## src/rtl/io_bridge_if.sv

```systemverilog
// CPU data-port / peripheral-port bundle of the memory-mapped I/O bridge.
// The bridge takes the slave view; the CPU/peripheral side takes the master view.
interface io_bridge_if;
  localparam int unsigned ADDR_W = 32;
  localparam int unsigned DATA_W = 32;
  localparam int unsigned IO_W   = 16;

  logic [ADDR_W-1:0] Addr_in;
  logic              Mem_read;
  logic              Mem_write;
  logic [DATA_W-1:0] Wdata_in;
  logic [DATA_W-1:0] Mem_rdata;
  logic [IO_W-1:0]   Switch_rdata;

  logic              Mem_we;
  logic [DATA_W-1:0] Rdata_out;
  logic              Stall;
  logic              LED_select;
  logic              Switch_select;
  logic              IO_write_enable;
  logic [1:0]        IO_address;
  logic [IO_W-1:0]   IO_wdata;
  logic              Bus_error;
  logic [ADDR_W-1:0] Err_addr;

  modport master (
    output Addr_in, Mem_read, Mem_write, Wdata_in, Mem_rdata, Switch_rdata,
    input  Mem_we, Rdata_out, Stall, LED_select, Switch_select,
           IO_write_enable, IO_address, IO_wdata, Bus_error, Err_addr
  );

  modport slave (
    input  Addr_in, Mem_read, Mem_write, Wdata_in, Mem_rdata, Switch_rdata,
    output Mem_we, Rdata_out, Stall, LED_select, Switch_select,
           IO_write_enable, IO_address, IO_wdata, Bus_error, Err_addr
  );
endinterface

```

## src/rtl/io_bridge.sv

```systemverilog
// Memory-mapped I/O bridge: RAM accesses pass straight through, I/O accesses
// run a stalled three-state bus cycle (IDLE -> ACCESS -> DONE) to LED/switch blocks.
module io_bridge (
  input  logic       clock,
  input  logic       reset,
  io_bridge_if.slave bus
);
  localparam int unsigned ADDR_W = 32;
  localparam int unsigned DATA_W = 32;
  localparam int unsigned IO_W   = 16;
  localparam int unsigned BASE_W = 22;
  localparam int unsigned OFF_W  = 10;

  localparam logic [BASE_W-1:0] IO_BASE    = 22'h3FFFFF;
  localparam logic [OFF_W-1:0]  LED_OFFSET = 10'h060;
  localparam logic [OFF_W-1:0]  SW_OFFSET  = 10'h070;

  typedef enum logic [1:0] {IDLE, ACCESS, DONE} state_t;

  typedef struct packed {
    logic [ADDR_W-1:0] addr;
    logic [IO_W-1:0]   wdata;
    logic              sw_rd;
    logic              illegal;
  } req_t;

  state_t state_q, state_d;
  req_t   req_q, req_d;

  logic              led_sel_q, led_sel_d;
  logic              sw_sel_q, sw_sel_d;
  logic              io_we_q, io_we_d;
  logic [1:0]        io_addr_q, io_addr_d;
  logic [IO_W-1:0]   io_wdata_q, io_wdata_d;
  logic [DATA_W-1:0] rd_q, rd_d;
  logic              err_q, err_d;
  logic [ADDR_W-1:0] err_addr_q, err_addr_d;

  logic              stall_c;
  logic [DATA_W-1:0] rdata_c;

  logic io_hit, req_rd_only, req_wr_only, at_led, at_sw, led_wr, sw_rd;
  logic unused_wdata_hi;

  // Region and offset decode of the live CPU request
  assign io_hit      = (bus.Mem_read | bus.Mem_write) &
                       (bus.Addr_in[ADDR_W-1:OFF_W] == IO_BASE);
  assign req_rd_only = bus.Mem_read & ~bus.Mem_write;
  assign req_wr_only = bus.Mem_write & ~bus.Mem_read;
  assign at_led      = (bus.Addr_in[OFF_W-1:0] == LED_OFFSET) ||
                       (bus.Addr_in[OFF_W-1:0] == LED_OFFSET + OFF_W'(2));
  assign at_sw       = (bus.Addr_in[OFF_W-1:0] == SW_OFFSET) ||
                       (bus.Addr_in[OFF_W-1:0] == SW_OFFSET + OFF_W'(2));
  assign led_wr      = req_wr_only & at_led;
  assign sw_rd       = req_rd_only & at_sw;

  assign unused_wdata_hi = ^bus.Wdata_in[DATA_W-1:IO_W];

  // Next-state, next-register values and the combinational CPU-side outputs
  always_comb begin
    state_d    = state_q;
    req_d      = req_q;
    led_sel_d  = 1'b0;
    sw_sel_d   = 1'b0;
    io_we_d    = 1'b0;
    io_addr_d  = 2'b00;
    io_wdata_d = '0;
    rd_d       = rd_q;
    err_d      = err_q;
    err_addr_d = err_addr_q;
    stall_c    = 1'b0;
    rdata_c    = bus.Mem_rdata;

    case (state_q)
      IDLE: begin
        stall_c = io_hit;
        if (io_hit) begin
          req_d.addr    = bus.Addr_in;
          req_d.wdata   = bus.Wdata_in[IO_W-1:0];
          req_d.sw_rd   = sw_rd;
          req_d.illegal = ~(led_wr | sw_rd);
          led_sel_d     = led_wr;
          sw_sel_d      = sw_rd;
          io_we_d       = led_wr;
          io_addr_d     = bus.Addr_in[1:0];
          io_wdata_d    = bus.Wdata_in[IO_W-1:0];
          state_d       = ACCESS;
        end
      end
      ACCESS: begin
        stall_c = 1'b1;
        rd_d    = req_q.sw_rd ? {(DATA_W-IO_W)'(0), bus.Switch_rdata} : '0;
        if (req_q.illegal) begin
          err_d = 1'b1;
          if (!err_q) err_addr_d = req_q.addr;
        end
        state_d = DONE;
      end
      DONE: begin
        // CPU still presents the finished instruction; ignore it for one cycle
        rdata_c = rd_q;
        state_d = IDLE;
      end
      default: state_d = IDLE;
    endcase
  end

  always_ff @(posedge clock) begin
    if (!reset) begin
      state_q    <= IDLE;
      req_q      <= '0;
      led_sel_q  <= 1'b0;
      sw_sel_q   <= 1'b0;
      io_we_q    <= 1'b0;
      io_addr_q  <= 2'b00;
      io_wdata_q <= '0;
      rd_q       <= '0;
      err_q      <= 1'b0;
      err_addr_q <= '0;
    end else begin
      state_q    <= state_d;
      req_q      <= req_d;
      led_sel_q  <= led_sel_d;
      sw_sel_q   <= sw_sel_d;
      io_we_q    <= io_we_d;
      io_addr_q  <= io_addr_d;
      io_wdata_q <= io_wdata_d;
      rd_q       <= rd_d;
      err_q      <= err_d;
      err_addr_q <= err_addr_d;
    end
  end

  assign bus.Mem_we          = bus.Mem_write & ~io_hit;
  assign bus.Stall           = stall_c;
  assign bus.Rdata_out       = rdata_c;
  assign bus.LED_select      = led_sel_q;
  assign bus.Switch_select   = sw_sel_q;
  assign bus.IO_write_enable = io_we_q;
  assign bus.IO_address      = io_addr_q;
  assign bus.IO_wdata        = io_wdata_q;
  assign bus.Bus_error       = err_q;
  assign bus.Err_addr        = err_addr_q;
endmodule

```

## src/flat_wrapper.sv

```systemverilog
// flat-port wrapper written by rule: the top's interface ports become plain ports
module io_bridge_flat 
  (clock, reset, bus_Addr_in, bus_Mem_read, bus_Mem_write, bus_Wdata_in, bus_Mem_rdata, bus_Switch_rdata, bus_Mem_we, bus_Rdata_out, bus_Stall, bus_LED_select, bus_Switch_select, bus_IO_write_enable, bus_IO_address, bus_IO_wdata, bus_Bus_error, bus_Err_addr);
  io_bridge_if bus_i ();
  input  logic clock;
  input  logic reset;
  input wire logic [$bits(bus_i.Addr_in)-1:0] bus_Addr_in;
  input wire logic [$bits(bus_i.Mem_read)-1:0] bus_Mem_read;
  input wire logic [$bits(bus_i.Mem_write)-1:0] bus_Mem_write;
  input wire logic [$bits(bus_i.Wdata_in)-1:0] bus_Wdata_in;
  input wire logic [$bits(bus_i.Mem_rdata)-1:0] bus_Mem_rdata;
  input wire logic [$bits(bus_i.Switch_rdata)-1:0] bus_Switch_rdata;
  output wire logic [$bits(bus_i.Mem_we)-1:0] bus_Mem_we;
  output wire logic [$bits(bus_i.Rdata_out)-1:0] bus_Rdata_out;
  output wire logic [$bits(bus_i.Stall)-1:0] bus_Stall;
  output wire logic [$bits(bus_i.LED_select)-1:0] bus_LED_select;
  output wire logic [$bits(bus_i.Switch_select)-1:0] bus_Switch_select;
  output wire logic [$bits(bus_i.IO_write_enable)-1:0] bus_IO_write_enable;
  output wire logic [$bits(bus_i.IO_address)-1:0] bus_IO_address;
  output wire logic [$bits(bus_i.IO_wdata)-1:0] bus_IO_wdata;
  output wire logic [$bits(bus_i.Bus_error)-1:0] bus_Bus_error;
  output wire logic [$bits(bus_i.Err_addr)-1:0] bus_Err_addr;
  assign bus_i.Addr_in = bus_Addr_in;
  assign bus_i.Mem_read = bus_Mem_read;
  assign bus_i.Mem_write = bus_Mem_write;
  assign bus_i.Wdata_in = bus_Wdata_in;
  assign bus_i.Mem_rdata = bus_Mem_rdata;
  assign bus_i.Switch_rdata = bus_Switch_rdata;
  assign bus_Mem_we = bus_i.Mem_we;
  assign bus_Rdata_out = bus_i.Rdata_out;
  assign bus_Stall = bus_i.Stall;
  assign bus_LED_select = bus_i.LED_select;
  assign bus_Switch_select = bus_i.Switch_select;
  assign bus_IO_write_enable = bus_i.IO_write_enable;
  assign bus_IO_address = bus_i.IO_address;
  assign bus_IO_wdata = bus_i.IO_wdata;
  assign bus_Bus_error = bus_i.Bus_error;
  assign bus_Err_addr = bus_i.Err_addr;
  io_bridge u_core (.clock(clock), .reset(reset), .bus(bus_i));
endmodule
```

## config.mk

```make
export PLATFORM = sky130hd
export DESIGN_NAME = io_bridge_flat
export DESIGN_NICKNAME = d
export VERILOG_FILES = /design/src/rtl/io_bridge_if.sv /design/src/rtl/io_bridge.sv /design/src/flat_wrapper.sv
export SDC_FILE = /design/constraint.sdc
export NUM_CORES = 1
export LEC_CHECK = 0
export ABC_AREA = 1
export CAP_MARGIN = 20
export CORE_AREA = 2 2 104 106
export CTS_BUF_LIST = sky130_fd_sc_hd__clkbuf_16
export DETAILED_ROUTE_END_ITERATION = 12
export DIE_AREA = 0 0 106 108
export PLACE_DENSITY = 0.91
export SYNTH_ARGS = -nofsm -noshare
export SYNTH_HDL_FRONTEND = slang
export SYNTH_SLANG_ARGS = --single-unit
```

## constraint.sdc

```tcl
create_clock -name clock -period 1.4 [get_ports clock]
set_input_delay 0.28 -clock clock [delete_from_list [all_inputs] [get_ports clock]]
set_output_delay 0.28 -clock clock [all_outputs]
set_load 0.02 [all_outputs]
```

# Yosys cells after proc, flatten, opt, wreduce, memory -nomap -nowiden
# Cells that the tools add are included.
# totals
reg_bits	121
input_bits	116
elab_cells	44
# classes
eq_ne	8
muxes	5
n_bitwise	13
n_reduce_logical	7
# ops
cell	count
equality test 10 x 7 -> 1 bit, second input constant	4
two-way mux 32 bit	1
equality test 22 bit, second input constant	1
two-way mux 16 bit	1
bitwise AND 1 bit	6
AND reduction 3 bit	2
NOT 1 bit	5
case mux 2 bit (2 select lines)	1
AND reduction 2 bit	2
equality test 2 x 1 -> 1 bit, second input constant	1
equality test 2 bit, second input constant	1
logical NOT 2 bit	1
logical OR 1 bit	2
two-way mux 2 bit	1
inequality test 2 x 1 -> 1 bit, second input constant	1
OR 1 bit	2
case mux 1 bit (2 select lines)	1

# Longest topological paths before layout
# Gate-level depths: netlist (run 1).
# logic_depth
ltp_word	5
ltp_mapped	9
depth_no_buf	8

# Least setup slack after synthesis (run 1)
# OpenSTA, ideal clock, no wires.
# synth_timing
kind	input -> output
startpoint	input bus_Addr_in[29]
endpoint	output bus_Stall
arrival_ps	1098
t_required_ps	1120
slack_ps	22
cell_stages	8
path_buffers	0
path_cell_list	nand2_1 > nor2_1 > nand2_1 > nor2_4 > nand2_1 > inv_1 > nor2_1 > nor2_1
# synth_via
elab_chain_len	3
# synth_rtl
element	line_no	rtl
start: declaration	flat_wrapper.sv:7	input wire logic [$bits(bus_i.Addr_in)-1:0] bus_Addr_in;
equality test 22 bit	io_bridge.sv:47	(bus.Addr_in[ADDR_W-1:OFF_W] == IO_BASE);
bitwise AND 1 bit	io_bridge.sv:46	assign io_hit = (bus.Mem_read | bus.Mem_write) &
case mux 1 bit (2 select lines)	io_bridge.sv:74	case (state_q)
end: declaration	flat_wrapper.sv:15	output wire logic [$bits(bus_i.Stall)-1:0] bus_Stall;
# Every way passes these cells.

# Final worst setup path (run 1)
# layout_timing
startpoint	register u_core.state_q[1]
endpoint	output bus_Rdata_out[3]
# layout_via
elab_chain_len	2
# layout_rtl
element	line_no	rtl
start: declaration	io_bridge.sv:27	state_t state_q, state_d;
start signal: assignment	io_bridge.sv:121	state_q <= state_d;
equality test 2 bit	io_bridge.sv:74	
two-way mux 32 bit	io_bridge.sv:74	
end: declaration	flat_wrapper.sv:14	output wire logic [$bits(bus_i.Rdata_out)-1:0] bus_Rdata_out;
# Every way passes these cells.

==> metrics, run 1 <==
status complete, but fails checks; failing checks negative setup slack; GPL Wtd Cong 0.8115; Slew Viols, Final 0; RSZ-0062 raised after global routing yes; clock skew 0.01201 ns; leading cell types in the layout, fill and taps excluded dfxtp_1, inv_1, clkdlybuf4s50_1; Total Power ~6000 µW; P per Cell Area 860.0 nW/µm²; DIE AREA about 11000 µm²; Reg clk slew, reported paths about 0.070 ns; Clock Path Buffers 2; R2R cell count 11; YS warnings 0; Fmax between 0.6 and 0.7 GHz; Initial Utilization 39.27%; P_leak 0.003336 µW; Via density between 4 and 5; Detailed Route Iter0 Violations 144; largest net degree at the start of global routing 33; commonest non-fill, non-tap cell in the layout dfxtp_1; nets 878; first-pass GRT wire length 17.77 mm; worst slew pin tran about 0.38 ns; synthesized area 4018 µm²; CTS tree built; CP arrival around 1.4 ns; Clk Latency, worst-skew pair about 0.33 ns; HP Start bus_Mem_read; Via Count 4187; min cycle time layout 1.651 ns; DRT Wirelength 12.06 mm; Mapped Cells 536; WP data required 1.12 ns; Sum Neg Setup Slack -8.424 ns; detailed placer's ending HPWL roughly 8.0 mm; crit path launch type register; Metal-1 WL approximately 4.7 mm; placed insts 865; grt total ovfl 0; Setup CP Type register to primary output; Max Used Layer met4; Worst Hold End u_core.bus.LED_select; fill cell count 845; Max-slew headroom roughly 75%; WL/cell 13.35 µm; vias in the first global route approximately 3.9k; area grow syn2layout 73.47%; core area 10230 µm²; met2 routed WL 6.175 mm; top-level port count 204; CTS Sinks 105; DIE HEIGHT between 100 and 150 µm; Seq/Total Area, Yosys 52.32%; htree depth 3; hold crit path type input pin to register; Tcrit/Tclk final 117.9%; Port Buf Inserts roughly 190; Setup WS post-layout -0.2509 ns; RR Startpoint u_core.state_q[1]; Critical Path Sink Type primary output; FF-to-FF End u_core.bus.Err_addr[29]; Final Setup Violations between 60 and 70; CTS buffer count 9; # diodes 0; final hold vios 0; hold depth 5; CP max FO 12; Worst R2R Setup Slack -0.13 ns; Yosys cell types 24; hold slack ~0.34 ns; syn_nets 652; first-pass iteration count of the detailed router 6; syn_area_per_cell about 7.5 µm²; Non-Filler Instances ~900; #FFs+latches synth 105; Max-cap violations 0; clk root buf clkbuf_16; routed length on met3 ~900 µm; num rows 37; antenna violation net count after detailed routing 0; Die Wd 106 µm; Residual DRC 0; share of cells above drive strength 1 28.68%; VDD IR max approximately 0.0006 V; initial antenna violation count 0; Total GRT Usage 19.34%
## layout make-up
class                   count  area, µm²  share of cell area, %
repair buffers            245       2293                  32.91
flip-flops and latches    105       2105                  30.20
multi-input cells         312       1768                  25.37
inverters                  89      346.6                  4.973
clock buffers               9      225.2                  3.232
well taps                 136      170.2                  2.442
clock inverters             7      61.31                 0.8797
## state kept, by name (all words and copies together), names as in the netlist
name	count
u_core.rd_q	16
u_core.bus.IO_wdata	16
u_core.bus.Switch_select	1
u_core.bus.Err_addr	32
u_core.bus.LED_select	1
u_core.req_q	34
u_core.state_q	2
u_core.bus.IO_address	2
u_core.bus.Bus_error	1
## synthesized netlist by cell type
| library cell | count | area share [%] |
|---|---|---|
| a21oi_1 | 52 | 6.5 |
| and2_1 | 1 | 0.16 |
| buf_2 | 9 | 1.1 |
| buf_4 | 1 | 0.19 |
| buf_6 | 5 | 1.4 |
| clkbuf_1 | 15 | 1.4 |
| clkinv_2 | 1 | 0.12 |
| dfxtp_1 | 105 | 52 |
| inv_1 | 87 | 8.1 |
| inv_2 | 1 | 0.093 |
| nand2_1 | 92 | 8.6 |
| nand2_2 | 2 | 0.31 |
| nand3_1 | 41 | 5.1 |
| nand3_4 | 1 | 0.44 |
| nand4_1 | 1 | 0.16 |
| nor2_1 | 69 | 6.4 |
| nor2_2 | 3 | 0.47 |
| nor2_4 | 1 | 0.28 |
| nor3_1 | 2 | 0.25 |
| nor4_1 | 2 | 0.31 |
| o21a_1 | 1 | 0.19 |
| o21ai_0 | 7 | 0.87 |
| o21ai_1 | 28 | 3.5 |
| o21bai_1 | 9 | 1.7 |
## worst max-delay path, stage by stage (launching register included)
cell and delay, ns:
dfxtp_2 0.34, inv_2 0.05, nor2_4 0.16, inv_2 0.08, buf_12 0.14, nand2_1 0.07
nand2_2 0.06, buf_6 0.13
## logic make-up (layout without fill, tap and decap cells)
family	Yosys count	in the layout	share of synthesized area, %
AND/OR/NAND/NOR	215	215	22.52
buffers and inverters	119	350	12.46
flip-flops	105	105	52.32
AO/OA/AOI/OAI	97	97	12.71
## through the flow
stage	setup slack (ns)	util [%]	cell area (µm²)
after CTS	-0.2297	62.82	6427
final	-0.2509	68.12	6969
after global routing	-0.3312	68.12	6969
after detailed placement	-0.9618	60.57	6197
after floorplan	0.02215	-	4018
after global placement	-0.9019	60.57	6197
## per-layer routing
layer,up-vias,track usage (%)
li1,2110,-
met1,1928,21.42
met2,133,35.90
met3,16,5.425
met4,0,6.109
met5,-,0
## power by group
| group | leakage (µW) | internal, µW | switching, µW |
|---|---|---|---|
| registers | 0.000846 | 2980 | 0.000143 |
| clock network | 0.000138 | 1230 | 1140 |
| logic | 0.00235 | 369 | 269 |
## how the worst max path moves through the flow
| stage | startpoint | to | slack [ns] | depth (start not counted) |
|---|---|---|---|---|
| 6_report | u_core.state_q[1] | bus_Rdata_out[3] | -0.25 | 7 |
| 5_1_grt | u_core.state_q[1] | bus_Rdata_out[3] | -0.33 | 7 |
| 4_1_cts | u_core.state_q[1] | bus_Rdata_out[8] | -0.23 | 7 |
| 3_5_place_dp | bus_Addr_in[18] | bus_Stall | -0.96 | 10 |
| 3_3_place_gp | bus_Mem_write | bus_Stall | -0.90 | 10 |
| 2_1_floorplan | bus_Addr_in[29] | bus_Stall | 0.02 | 8 |
## timing repair
item | 4_1_cts | 5_1_grt
hold buffers | 0 | 0
gates resized for setup | 320 | 115
endpoints found under the setup margin | 139 | 101
pin swaps | 32 | 31
setup buffers | 14 | 7
cloned | 2 | 4
Note: power is estimated with default switching activity, not from simulation.
==> inputs of run 2 (changes only) <==
--- a/config.mk
+++ b/config.mk
@@ -6,7 +6,7 @@
 export NUM_CORES = 1
 export LEC_CHECK = 0
 export ABC_AREA = 1
-export CAP_MARGIN = 20
+export CAP_MARGIN = 15
 export CORE_AREA = 2 2 104 106
 export CTS_BUF_LIST = sky130_fd_sc_hd__clkbuf_16
 export DETAILED_ROUTE_END_ITERATION = 12
==> results of run 2 <==
Same layout as run 1: the final DEF is identical, and so are final timing and power.
==> RTL edit 1: new RTL, config.mk and constraints of run 1 <==
`DATA_W` is set to 32 in 2 places; all go to 40.
--- a/src/rtl/io_bridge_if.sv
+++ b/src/rtl/io_bridge_if.sv
@@ -3,5 +3,5 @@
 interface io_bridge_if;
   localparam int unsigned ADDR_W = 32;
-  localparam int unsigned DATA_W = 32;
+  localparam int unsigned DATA_W = 40;
   localparam int unsigned IO_W   = 16;
 
--- a/src/rtl/io_bridge.sv
+++ b/src/rtl/io_bridge.sv
@@ -7,5 +7,5 @@
 );
   localparam int unsigned ADDR_W = 32;
-  localparam int unsigned DATA_W = 32;
+  localparam int unsigned DATA_W = 40;
   localparam int unsigned IO_W   = 16;
   localparam int unsigned BASE_W = 22;
Interface: changed (resized bus_Mem_rdata, bus_Rdata_out and bus_Wdata_in); port bits go from 204 to 228. No check against the original RTL was run, so the function may have changed too.
==> RTL edit 1 against run 1 <==
The flow still finishes with violations (negative setup slack). Area after synthesis shrank 1.5%. Utilization grew 0.26 points. Routed wire length grew 8.1%. Global-route usage grew 2.2 points. Sequential share of layout area shrank 0.11 points. Sequential power is essentially flat. Final cell count grew 2.9%. Sequential cell count is the same. Combinational power grew 8.8%. Power grew 1.5%. Design area grew 0.38%. Worst setup slack lost 15 ps. Critical endpoint is now bus_Rdata_out[12]. Largest cell class unchanged. Largest power group unchanged. Highest routed layer unchanged.
==> RTL edit 1: results <==
[drt]
wl_met2_microns = 6850
route.met3.wl_microns = 782
vias = 4293
first_pass_iters = 5
drt_iter0_drc = 186
wl_met1_microns = 4980

[power]
p_leak_nw = 3.53
power_mw = 6.08
powerClk_mw = 2.41
comb_cell_power_mw = 0.694
switching_share_pct = 23.9
p_per_area_mw_per_mm2 = 870

[run_status]
violations = "negative setup slack"
outcome = "finished, violations left"

[cells_and_area]
layout.nets = 920
layout-drive-gt1-share_pct = 27.2
clk_share_pct = 4.15
finalNonFillerCells = 929
nFillCells = 833
nNonClkInverters = 86
numSequentialCells = 105
final-nonclk-buf-share_pct = 34.7
nMultiInputCombCells = 321
num-nonclk-buffers = 265

[yosys]
synth.cells.most_frequent = "dfxtp_1, nand2_1, inv_1, nor2_1, a21oi_1"
synth_nets = 674
synth_area_leaders = "dfxtp_1, nand2_1, inv_1, nor2_1, a21oi_1"
synth_cells = 542
ys_seq_area_share_pct = 53.1

[critical_path]
regToRegStartpoint = "u_core.state_q[0]$_SDFFE_PN0P_"
worstSetupEndpoint = "bus_Rdata_out[12]"
ff2ff_setup_slack_ps = 60
cp_max_fo = 8
r2r_end = "u_core.bus.Err_addr[9]$_SDFFE_PN0P_"
r2r_cells = 6

[timing]
setup_tns_ps = -9890
fin_skew_ps = 5.38
hold_slack_ps = 314
layout_setup_ws_ps = -266
setup_viol = 44
relSlewSlack_pct = 58.6

[grt]
grt_use_met3_pct = 5.55
grt_pass1_vias = 4206
use_met1_pct = 21.4
use_met2_pct = 42.2
track_usage_pct = 21.5
grt_pass1_wl_microns = 19300
grt_start_max_net_pins = 30
antenna_found_initial = 0

[cts]
h-tree-depth = 3

[min_path]
hold_end = "u_core.bus.Err_addr[29]$_SDFFE_PN0P_"
min_from = "reset"
hold-path-cell-count = 3
min_path_type = "input port to register"

[placement]
place_hpwl_microns = 8980
dp.cells = 889
gp_congestion = 0.812
dp_slack_ps = -919
==> RTL edit 1: cell count changes in the layout (fill, tap and decap cells not counted), moves of 6 or more <==
cell	delta
o21ai_2	-31
o21ai_0	+29
buf_6	+11
nand2_2	+10
nor2_1	+9
o21bai_1	-9
clkdlybuf4s50_1	+8
nand2_4	+8
nand2_1	-6
==> RTL edit 1: logic make-up after synthesis <==
family | Yosys count | synth area share (%)
simple gates | 233 | 24.1
buf+inv | 116 | 11.7
flops | 105 | 53.1
compound gates | 88 | 11.1
==> RTL edit 1: critical path, delay by kind of cell (launching register included) <==
family / cells / cell delay [ps]
buffers and inverters: 4 / 420
flip-flops: 1 / 340
AND/OR/NAND/NOR: 3 / 290
==> RTL edit 1: timing repair <==
item                       CTS  global route
pin swaps                   36            30
hold endpoints to repair     0             0
gates cloned                 1             4
gates resized for setup    379            97
buffers inserted            15             9
setup endpoints to repair  150            96
==> RTL edit 2: new RTL, flow settings as in run 1 <==
Without the edit above. Make the reset (`reset`) asynchronous in one clocked block.
--- a/src/rtl/io_bridge.sv
+++ b/src/rtl/io_bridge.sv
@@ -106,5 +106,5 @@
   end
 
-  always_ff @(posedge clock) begin
+  always_ff @(posedge clock or negedge reset) begin
     if (!reset) begin
       state_q    <= IDLE;
Check against the original RTL: differs if reset is asserted again (counterexample within 4 cycles, from zero or initial values and one cycle with reset low); with reset held inactive, the same outputs for 10 cycles.
==> RTL edit 2 against run 1 <==
The run still ends with negative setup slack left. Via count increased by 0.19%. Design area up 17%. Worst setup slack lost 150 ps. Sequential cell count unchanged. Global-route usage grew 6.0 points. Area after synthesis is 4.5% higher. Power rose by 2.1%. Routed wire length up 32%.
==> RTL edit 2: results <==
[yosys]
ys_warn_count = 0
synth_area_leaders = "dfrtp_1, nand2_1, o21ai_0, inv_1, nor2_1"
async_flop_share_pct = 100
yosysTopAreaCell = "dfrtp_1"
yosysUniqueCellTypes = 20
synth.cells.most_frequent = "dfrtp_1, nand2_1, inv_1, o21ai_0, nor2_1"
ys_seq_area_share_pct = 62.6
synth_nets = 570

[critical_path]
cp_data_arrival_time_ps = 1520
regToRegStartpoint = "u_core.state_q[0]$_DFFE_PN0P_"
r2r_cells = 8
cp_max_fo = 12
ff2ff_setup_slack_ps = -330
r2r_end = "u_core.bus.Err_addr[9]$_DFFE_PN0P_"

[timing]
layout_setup_ws_ps = -397
fin_skew_ps = 7.17
relSlewSlack_pct = 32.5
hold_slack_ps = 361
setup_viol = 138

[run_status]
outcome = "finished, violations left"
violations = "negative setup slack"

[drt]
routed_wl_microns = 16000
drt_iter0_drc = 244
vias = 4195
first_pass_iters = 4

[min_path]
hold-path-cell-count = 4
min_path_type = "input port to register"
hold_end = "u_core.bus.LED_select$_DFF_PN0_"

[grt]
antenna_found_initial = 1
grt_start_max_net_pins = 31
track_usage_pct = 25.3
use_met2_pct = 48.0
grt_use_met3_pct = 7.53
grt_pass1_vias = 4388
use_met1_pct = 25.2
grt_pass1_wl_microns = 22200

[cells_and_area]
nFillCells = 599
layout.nets = 817
layout-drive-gt1-share_pct = 42.8
regMostFlops = "u_core.req_q"

[cts]
clk_latency_ps = 340
cts_buffers = 9

[power]
p_leak_nw = 4.17
irDropWorstVdd_uv = 704

[placement]
io_buffers = 187
gp_congestion = 0.805
place_hpwl_microns = 8710
place_area_sq_mm = 0.00661
RTL edit 2: repair_timing:
item                                    CTS  global route
pin swaps                                24            16
endpoints found under the setup margin  175           115
cloned                                   11             8
hold buffers                              1             0
setup buffers                            18            11
resized for setup                       314           254
hold endpoints to repair                 24             0
RTL edit 2: metal layers:
metal | vias to the layer above | wire length (microns)
li1 | 1893 | -
met1 | 2053 | 5310
met2 | 187 | 8690
met3 | 62 | 1120
met4 | 0 | 829
met5 | - | 0
RTL edit 2: kinds of logic (layout without fill, tap and decap cells):
| group | Yosys count | count (layout) | synth area share, % |
|---|---|---|---|
| other | 0 | 1 | 0 |
| multiplexers | 10 | 10 | 3.22 |
| AND/OR/NAND/NOR | 162 | 163 | 15.8 |
| buffers and inverters | 109 | 359 | 10.3 |
| AO/OA/AOI/OAI | 68 | 68 | 8.10 |
| flip-flops | 105 | 105 | 62.6 |
RTL edit 2: final cells by class:
| class | count | share of cell area [%] |
|---|---|---|
| inverters | 87 | 4.05 |
| clock buffers | 9 | 2.75 |
| multi-input cells | 241 | 24.7 |
| flip-flops and latches | 105 | 32.1 |
| diodes | 1 | 0.0306 |
| well taps | 136 | 2.08 |
| repair buffers | 257 | 33.6 |
| clock inverters | 6 | 0.642 |
RTL edit 2: power by group:
group / leakage, nW / switching [mW] / internal, mW
sequential: 1.27 / 0.00000921 / 3.03
combinational: 2.77 / 0.313 / 0.375
clock: 0.139 / 1.05 / 1.35
total: 4.17 / 1.36 / 4.76
RTL edit 2: worst max path at each step:
stage | endpoint | depth (start not counted) | startpoint
5_1_grt | bus_Rdata_out[9] | 7 | u_core.state_q[1]$_DFFE_PN0P_
4_1_cts | bus_Rdata_out[27] | 4 | u_core.state_q[0]$_DFFE_PN0P_
2_1_floorplan | bus_Rdata_out[10] | 5 | u_core.state_q[1]$_DFFE_PN0P_
6_report | bus_Rdata_out[9] | 7 | u_core.state_q[1]$_DFFE_PN0P_
3_3_place_gp | bus_Stall | 8 | bus_Addr_in[23]
3_5_place_dp | bus_Stall | 8 | bus_Addr_in[26]
RTL edit 2: worst max-delay path, cell delays in order (launching register included):
cell and delay (ps):
dfrtp_1 380, inv_2 60, nor2_4 170, inv_4 90, buf_12 170, nand2_2 80
o21ai_4 60, buf_4 160
RTL edit 2: stage by stage:
step	util (%)	setup slack, ps	setup TNS, ps	instances
2_1_floorplan	-	1.17	0	454
3_3_place_gp	64.6	-798	-37090	781
3_5_place_dp	64.6	-862	-41520	781
4_1_cts	72.5	-331	-20900	826
5_1_grt	79.9	-422	-31000	842
6_report	79.9	-397	-25330	842
